--- src/rtl/prior_enc_pkg.sv ---
// Shared definitions for the prior_enc_rr priority encoder/arbiter.
// Holds the mode encoding and the wrap-around index arithmetic used by the core and the top level.
package prior_enc_pkg;

    localparam logic PE_MODE_FIXED = 1'b0;
    localparam logic PE_MODE_RR    = 1'b1;

    // Returns (idx - step) mod n for idx < n and step <= n.
    // Wraps with an explicit compare, so it stays correct when n is not a power of two.
    function automatic int unsigned pe_wrap_dec(input int unsigned idx,
                                                input int unsigned step,
                                                input int unsigned n);
        return (idx >= step) ? (idx - step) : (idx + n - step);
    endfunction

endpackage

--- src/rtl/prior_enc_core.sv ---
// Combinational selector. It rotates req so that the search start sits in the MSB position,
// scans for the highest set bit, and maps the hit back to a requester index.
module prior_enc_core
    import prior_enc_pkg::*;
#(
    parameter int N = 8,
    parameter int W = $clog2(N)
) (
    input  logic [N-1:0] req,
    input  logic [W-1:0] start,
    input  logic         mode,
    output logic         valid,
    output logic [W-1:0] idx
);

    logic [W-1:0] base;
    logic [N-1:0] rot;

    // Fixed mode is round-robin with the search permanently anchored at N-1.
    assign base = (mode == PE_MODE_RR) ? start : W'(N - 1);

    always_comb begin
        int hit;
        // NOTE: every output of this block is given a default first, so no path leaves a value unassigned and no latch is inferred.
        rot   = '0;
        valid = 1'b0;
        idx   = '0;
        hit   = -1;
        for (int k = 0; k < N; k++) begin
            rot[N-1-k] = req[pe_wrap_dec(int'(base), k, N)];
        end
        for (int k = 0; k < N; k++) begin
            if (hit < 0 && rot[N-1-k]) begin
                hit = k;
            end
        end
        if (hit >= 0) begin
            valid = 1'b1;
            idx   = W'(pe_wrap_dec(int'(base), hit, N));
        end
    end

endmodule

--- src/rtl/prior_enc_rr.sv ---
// Registered priority encoder/arbiter with fixed-priority or round-robin selection.
// Output uses a valid/ready handshake; a presented grant is held until the consumer accepts it.
module prior_enc_rr
    import prior_enc_pkg::*;
#(
    parameter  int N = 8,
    localparam int W = $clog2(N)
) (
    input  logic         clk,
    input  logic         rst,
    input  logic [N-1:0] req,
    input  logic         mode,
    input  logic         out_ready,
    output logic         out_valid,
    output logic [W-1:0] out_idx,
    output logic [N-1:0] grant
);

    logic [W-1:0] ptr;
    logic         core_valid;
    logic [W-1:0] core_idx;
    logic         load;

    prior_enc_core #(
        .N (N),
        .W (W)
    ) u_core (
        .req   (req),
        .start (ptr),
        .mode  (mode),
        .valid (core_valid),
        .idx   (core_idx)
    );

    // An empty output slot or an accepted output both free the register for a new selection.
    assign load = !out_valid || out_ready;

    // NOTE: state registers use non-blocking assignments so every flop samples pre-edge values.
    always_ff @(posedge clk or posedge rst) begin
        if (rst) begin
            out_valid <= 1'b0;
            out_idx   <= '0;
            grant     <= '0;
            ptr       <= W'(N - 1);
        end else if (load) begin
            if (core_valid) begin
                out_valid <= 1'b1;
                out_idx   <= core_idx;
                grant     <= N'(1) << core_idx;
                // The last winner drops to the lowest priority for the next round-robin search.
                if (mode == PE_MODE_RR) begin
                    ptr <= W'(pe_wrap_dec(int'(core_idx), 1, N));
                end
            end else begin
                out_valid <= 1'b0;
                out_idx   <= '0;
                grant     <= '0;
            end
        end
    end

endmodule
--- config.mk ---
export PLATFORM = sky130hd
export DESIGN_NAME = prior_enc_rr
export DESIGN_NICKNAME = d
export VERILOG_FILES = /design/src/rtl/prior_enc_pkg.sv /design/src/rtl/prior_enc_core.sv /design/src/rtl/prior_enc_rr.sv
export SDC_FILE = /design/constraint.sdc
export NUM_CORES = 1
export LEC_CHECK = 0
export BUFFER_PORTS_ARGS = -buffer_cell sky130_fd_sc_hd__buf_2
export CORE_MARGIN = 5
export CORE_UTILIZATION = 40
export DETAILED_ROUTE_END_ITERATION = 6
export PLACE_DENSITY = 0.6
export SYNTH_ARGS = -nofsm -noshare
export SYNTH_HDL_FRONTEND = slang
export SYNTH_SLANG_ARGS = --single-unit
--- constraint.sdc ---
create_clock -name clk -period 4.3 [get_ports clk]
set_input_delay 0.86 -clock clk [delete_from_list [all_inputs] [get_ports clk]]
set_output_delay 0.86 -clock clk [all_outputs]
set_load 0.02 [all_outputs]
==> results of run 1 <==
final cells by class:
type | instances | area share [%]
flip-flops and latches | 15 | 23.4
well taps | 44 | 3.40
inverters | 7 | 1.62
multi-input cells | 92 | 52.2
clock buffers | 4 | 1.62
repair buffers | 46 | 17.8
sequential cells by signal (all words and copies together), names as in the netlist:
register and flops:
grant 8, out_idx 3, out_valid 1, ptr 3
cells in the final DEF (no fill, tap or decap), drive strengths merged, types with 2 or more instances in the layout:
cell type   n
nand2       9
nand2b      3
ha          8
mux2        2
dfstp       3
inv         7
a21bo       2
mux2i       9
o21ai       2
clkbuf      4
xnor2       4
dfrtp      12
buf        46
nand4       2
nor2b       2
a22oi       8
o31ai       9
nor2       10
mux4        8
worst register-to-register path, stage by stage, from the launching register on:
cell	delay (ns)
dfstp_2	0.54
and2b_1	0.21
inv_2	0.14
mux4_2	0.56
mux2_2	0.28
a21bo_2	0.20
a21bo_2	0.20
a21boi_0	0.17
ha_1	0.16
inv_1	0.04
fa_1	0.50
o21ai_2	0.09
buf_4	0.15
ha_1	0.16
nand2_1	0.12
nor2_1	0.06
a22oi_1	0.16
o31ai_1	0.10
routing by layer:
metal  up-vias  part of all wire [%]
li1        533                     -
met1       526                    49
met2        26                    46
met3         4                   4.6
met4         0                  0.53
met5         -                     0
worst max path at each step:
stage / endpoint / slack [ns] / cells after the start
floorplan: ptr[2] / 0.02 / 15
global placement: grant[4] / -0.06 / 18
detailed placement: ptr[2] / -0.12 / 16
CTS: ptr[2] / 0.18 / 16
global route: grant[2] / 0.0005 / 18
finish: grant[4] / 0.21 / 18
per-stage QoR:
step                instance area (um2)  setup slack, ns  cells  setup TNS [ns]
CTS                                1620            0.183    208               0
global placement                   1590          -0.0630    204          -0.311
detailed placement                 1590           -0.118    204          -0.700
finish                             1620            0.208    208               0
floorplan                          1280           0.0218    120               0
global route                       1620         0.000493    208               0
cell families (layout without fill, tap and decap cells):
family,count (synthesis),in the layout
xor+xnor,5,5
fa+ha+maj,9,9
flops,15,15
buf+inv,13,57
compound gates,29,29
simple gates,30,30
mux,19,19
power breakdown:
part           switching (mW)  total (mW)  leakage [nW]  internal [mW]
Combinational           0.444       0.877         0.545          0.433
Sequential             0.0275       0.237         0.182          0.209
Clock                  0.0456      0.0816        0.0150         0.0360
Total                   0.517        1.20         0.742          0.679
repair_timing:
item,CTS,global route
endpoints found under the hold margin,0,0
setup endpoints to repair,0,5
resized for setup,0,1
==> flow_summary_export.csv, run 1 <==
group,metric,value,unit
synthesis,yosysUniqueCellTypes,36,
detailed_routing,wl_per_cell,13.7,um
final_layout,post-route-util,53.0,%
clock_tree,tritoncts,"built",
place,dp_hpwl,2320,um
timing,relSlewSlack,46.5,%
clock_tree,cts_root_buf,"clkbuf_4",
floorplanning,start_util,41.4,%
critical_path,r2r_slack,0.34,ns
final_layout,multi_input_area,845,um2
synthesis,ys_async_sr_fraction,100,%
floorplanning,die_area,4380,um2
synthesis,synthTopCellsByArea,"dfrtp_1 (24%), mux4_2 (14%), ha_1 (7.9%)",
detailed_routing,avgViaCountPerCell,5.24,
timing,timing.hold.ws,0.479,ns
final_layout,nets,186,
synthesis,syn_avg_cell_area,10.5,um2
synthesis,netlist_area,1260,um2
synthesis,synth-seq-area-share,30.0,%
detailed_routing,first_pass_iters,4,
power_and_ir_drop,power.density,739,nW/um2
synthesis,synth_top_area_share,23.8,%
global_route,grt_use_met2,24.2,%
timing,hold_violations,0,
synthesis,netlist_top_cells_count,"dfrtp_1 (12), nor2_1 (10), mux2i_1 (9), nand2_1 (9), o31ai_1 (9)",
critical_path,cp_data_required_time,4.46,ns
critical_path,crit_path_start_kind,"input port",
floorplanning,die_w,66.2,um
clock_tree,cts_sinks,15,
synthesis,yosys.area.top_type,"dfrtp_1",
global_route,top_usage_layer,"met2",
clock_tree,post_cts_buffers,0,
critical_path,setup.worst_path.start,"mode",
critical_path,rr_endpoint,"grant[4]",
final_layout,area.growth.synth_to_final,28.1,%
timing,layout_min_cycle_time,4.09,ns
detailed_routing,drc,0,
critical_path,crit_path_top_delay_cell,"mux4_2",
timing,skew,0.00215,ns
global_route,grt_pass1_wl,4910,um
critical_path,critPathArrivalTime,4.25,ns
outcome,status,"finished clean",
floorplanning,row_count,20,
place,portBuffers,23,
final_layout,antenna-diode-count,0,
run,cap_violations,0,
hold_path,hold_class,"reg2reg",
timing,tightest_slew,0.801,ns
global_route,met1_usage,18.9,%
global_route,grt_pass1_vias,1098,
final_layout,fillers,304,
synthesis,ys_ff_latch,15,
place,gp_congestion,0.812,
power_and_ir_drop,p_leak,0.742,nW
synthesis,synth_ff_type,"dfrtp_1",
synthesis,synth_top_family_by_area,"multiplexers",
clock_tree,cts_hold_buf,0,
synthesis,synth-compound-area-share,17.6,%
clock_tree,cts_buffers,3,
critical_path,crit_type,"in2reg",
final_layout,regArea,379,um2
critical_path,cp_max_fo,5,
timing,rsz0062_at_grt,"false",
synthesis,yosysMostFrequentCell,"dfrtp_1",
critical_path,cpPeakStageDelay,0.56,ns
synthesis,synth_cells,120,
critical_path,path_buf_inv,4,
critical_path,rr_startpoint,"ptr[0]",
hold_path,holdPathEnd,"ptr[1]",
synthesis,synthAdderAreaFrac,9.50,%
critical_path,critPathCaptureType,"flop",
final_layout,drive_above_1_share,43.3,%
power_and_ir_drop,power,1.20,mW
timing,setup_violations,0,
synthesis,synthSimpleGateAreaFrac,11.6,%
floorplanning,core-area,3050,um2
detailed_routing,routed_wl,2850,um
timing,max_freq,244,MHz
clock_tree,cts.htree.levels,1,
critical_path,reg2regPathDepth,17,
synthesis,synth_nets,141,
clock_tree,clk_pin_slew_worst_paths,0.09,ns
global_route,grt-ovfl-total,0,
synthesis,ys_warn_count,0,
global_route,grt_max_degree,16,
critical_path,path_cells,"buf_2 -> and2b_1 -> inv_2 -> mux4_2 -> mux2_2 -> a21bo_2 -> a21bo_2 -> a21boi_0 -> ha_1 -> inv_1 -> fa_1 -> o21ai_2 -> buf_4 -> ha_1 -> nand2_1 -> nor2_1 -> a22oi_1 -> o31ai_1",
global_route,grt_util_met3,3.57,%
floorplanning,die_h,66.2,um
global_route,antenna_found_initial,0,
critical_path,cp_top_family,"compound AO/OA/AOI/OAI gates",
clock_tree,clkLatencyLatePin,0.28,ns
detailed_routing,drtAntennaViolNets,0,
hold_path,holdCritStartpoint,"ptr[1]",
detailed_routing,dr_total_vias,1089,
power_and_ir_drop,ir_drop,0.307,mV
timing,slew_viol_final,0,
detailed_routing,drt_iter0_markers,42,
synthesis,synthMuxAreaShare,23.2,%
synthesis,synth_edf_count,0,
hold_path,min_path_cells,2,
clock_tree,clk_path_buf_depth,2,
global_route,grtUsageTotal,14.4,%
timing,finalCritPeriodShare,95.2,%
synthesis,synthXorXnorAreaFrac,3.47,%
floorplanning,io_pins,24,
No activity file was read; power rests on OpenSTA's default activity.
==> run 2, diff against run 1 <==
- PLACE_DENSITY: 0.6 -> 0.58
- clock period: 4.3 -> 5.15 ns (I/O delays scaled with it)
==> flow_summary_export.csv, run 2 (same netlist as run 1, synthesis figures left out) <==
group,metric,value,unit
power_and_ir_drop,power.density,587,nW/um2
power_and_ir_drop,power_frac_seq,22.9,%
timing,setup_violations,0,
clock_tree,cts_hold_buf,0,
final_layout,regArea,379,um2
timing,hold_violations,0,
clock_tree,cts_sinks,15,
place,gp_congestion,0.853,
floorplanning,row_count,20,
final_layout,largest_reg_flops,8,
power_and_ir_drop,ir_drop,0.249,mV
critical_path,critPathArrivalTime,4.79,ns
detailed_routing,wl_per_cell,14.4,um
critical_path,critPathCaptureType,"flop",
critical_path,path_buf_inv,2,
power_and_ir_drop,p_leak,0.652,nW
final_layout,drive_above_1_share,35.4,%
final_layout,final_cell_mix,"buf_2 (23), dfrtp_1 (12), nor2_1 (10)",
timing,timing.hold.ws,0.470,ns
final_layout,finalInstanceArea,1470,um2
clock_tree,tritoncts,"built",
critical_path,rr_endpoint,"ptr[2]",
power_and_ir_drop,p_int,0.465,mW
place,placed_cells,187,
critical_path,crit_path_top_delay_cell,"mux4_2",
run,cap_violations,0,
detailed_routing,avgViaCountPerCell,5.33,
timing,relSlewSlack,46.8,%
critical_path,cp_common_cell,"ha_1",
power_and_ir_drop,power,0.865,mW
critical_path,cp_top_family,"compound AO/OA/AOI/OAI gates",
global_route,grt_max_degree,16,
final_layout,final_common_cell,"buf_2",
clock_tree,clkLatencyLatePin,0.29,ns
place,placedInstanceArea,1450,um2
final_layout,area.growth.synth_to_final,16.6,%
final_layout,regMostFlops,"grant",
floorplanning,io_pins,24,
hold_path,holdCritStartpoint,"ptr[1]",
floorplanning,core-area,3050,um2
clock_tree,cts_buffers,3,
critical_path,crit_type,"in2reg",
global_route,grt_pass1_wl,4720,um
critical_path,r2r_slack,0.92,ns
global_route,grt-ovfl-total,0,
floorplanning,die_w,66.2,um
final_layout,reg_top3,"grant x8, out_idx x3, ptr x3",
final_layout,antenna-diode-count,0,
clock_tree,clk_pin_slew_worst_paths,0.10,ns
clock_tree,cts_root_buf,"clkbuf_4",
critical_path,crit_path_start_kind,"input port",
clock_tree,cts.htree.levels,1,
power_and_ir_drop,p_comb_share,69.3,%
timing,tightest_slew,0.797,ns
hold_path,holdPathEnd,"ptr[1]",
critical_path,cp_data_required_time,5.36,ns
timing,max_freq,218,MHz
global_route,grtUsageTotal,13.8,%
timing,rsz0062_at_grt,"false",
place,dp_hpwl,2160,um
clock_tree,clk_path_buf_depth,2,
floorplanning,start_util,41.4,%
hold_path,min_path_cells,2,
global_route,antenna_found_initial,0,
final_layout,nets,169,
timing,finalCritPeriodShare,89.1,%
critical_path,cpPeakStageDelay,0.58,ns
power_and_ir_drop,p_sw_share,46.2,%
final_layout,fin_cells,191,
outcome,status,"finished clean",
power_and_ir_drop,p_switching,0.400,mW
clock_tree,post_cts_buffers,0,
global_route,grt_pass1_vias,1052,
detailed_routing,drc,0,
critical_path,reg2regPathDepth,15,
hold_path,hold_class,"reg2reg",
detailed_routing,first_pass_iters,4,
critical_path,rr_startpoint,"ptr[0]",
final_layout,multi_input_area,826,um2
final_layout,fillers,299,
critical_path,path_cells,"buf_2 -> and2b_1 -> ha_1 -> xnor2_1 -> mux4_2 -> a21bo_2 -> a21bo_2 -> a21boi_0 -> ha_1 -> inv_1 -> fa_1 -> o21ai_0 -> ha_1 -> xnor2_1 -> a41oi_1 -> o311ai_2",
place,portBuffers,23,
timing,finalSetupTns,0,ns
detailed_routing,drtAntennaViolNets,0,
timing,skew,0.0117,ns
critical_path,cp_max_fo,6,
detailed_routing,routed_wl,2740,um
floorplanning,die_h,66.2,um
clock_tree,cts_resized,0,
detailed_routing,dr_total_vias,1018,
timing,slew_viol_final,0,
floorplanning,die_area,4380,um2
power_and_ir_drop,power_frac_clock,7.8,%
timing,layout_min_cycle_time,4.59,ns
detailed_routing,drt_iter0_markers,33,
==> run 2: cell count changes in the layout (fill, tap and decap cells not counted), sizes merged <==
cell	change
clkinv	+1
buf	-17
clkbuf	-1
==> run 2: metal layers <==
| layer | vias up | global-route usage, % | share of wire, % |
|---|---|---|---|
| met1 | 497 | 17.7 | 48 |
| met5 | - | 0 | 0 |
| met3 | 2 | 4.25 | 3.7 |
| met4 | 0 | 2.28 | 0.40 |
| met2 | 18 | 23.0 | 48 |
| li1 | 501 | - | - |
==> run 2: layout make-up <==
cell class	instances	area share (%)
Clock buffer	3	1.53
Tap cell	44	3.74
Clock inverter	1	0.340
Sequential cell	15	25.7
Inverter	7	1.78
Timing Repair Buffer	29	10.9
Multi-Input combinational cell	92	56.0
==> run 2: worst max-delay path by stage <==
stage,depth (start not counted),to,from
floorplan,15,ptr[2],mode
global placement,16,ptr[2],mode
detailed placement,16,ptr[2],mode
CTS,16,ptr[2],mode
global route,18,grant[6],mode
finish,16,ptr[2],mode
==> run 2: power groups by stage <==
stage                     Sequential [mW]  Clock [mW]  Combinational, mW
after floorplan                     0.241           0              0.414
after global placement              0.198           0              0.596
after detailed placement            0.201           0              0.603
after CTS                           0.198      0.0714              0.604
after global routing                0.203      0.0775              0.669
final                               0.198      0.0674              0.600
==> run 2: worst min-delay path, delay by kind of cell (launching register included) <==
family / cells / cell delay, ns
mux: 1 / 0.06
buf+inv: 1 / 0.04
flops: 1 / 0.37
==> run 2: metrics by stage <==
| step | util, % | worst slack, ns |
|---|---|---|
| global placement | 47.4 | 0.390 |
| floorplan | - | 0.463 |
| detailed placement | 47.4 | 0.227 |
| CTS | 48.3 | 0.549 |
| finish | 48.3 | 0.561 |
| global route | 48.3 | 0.312 |
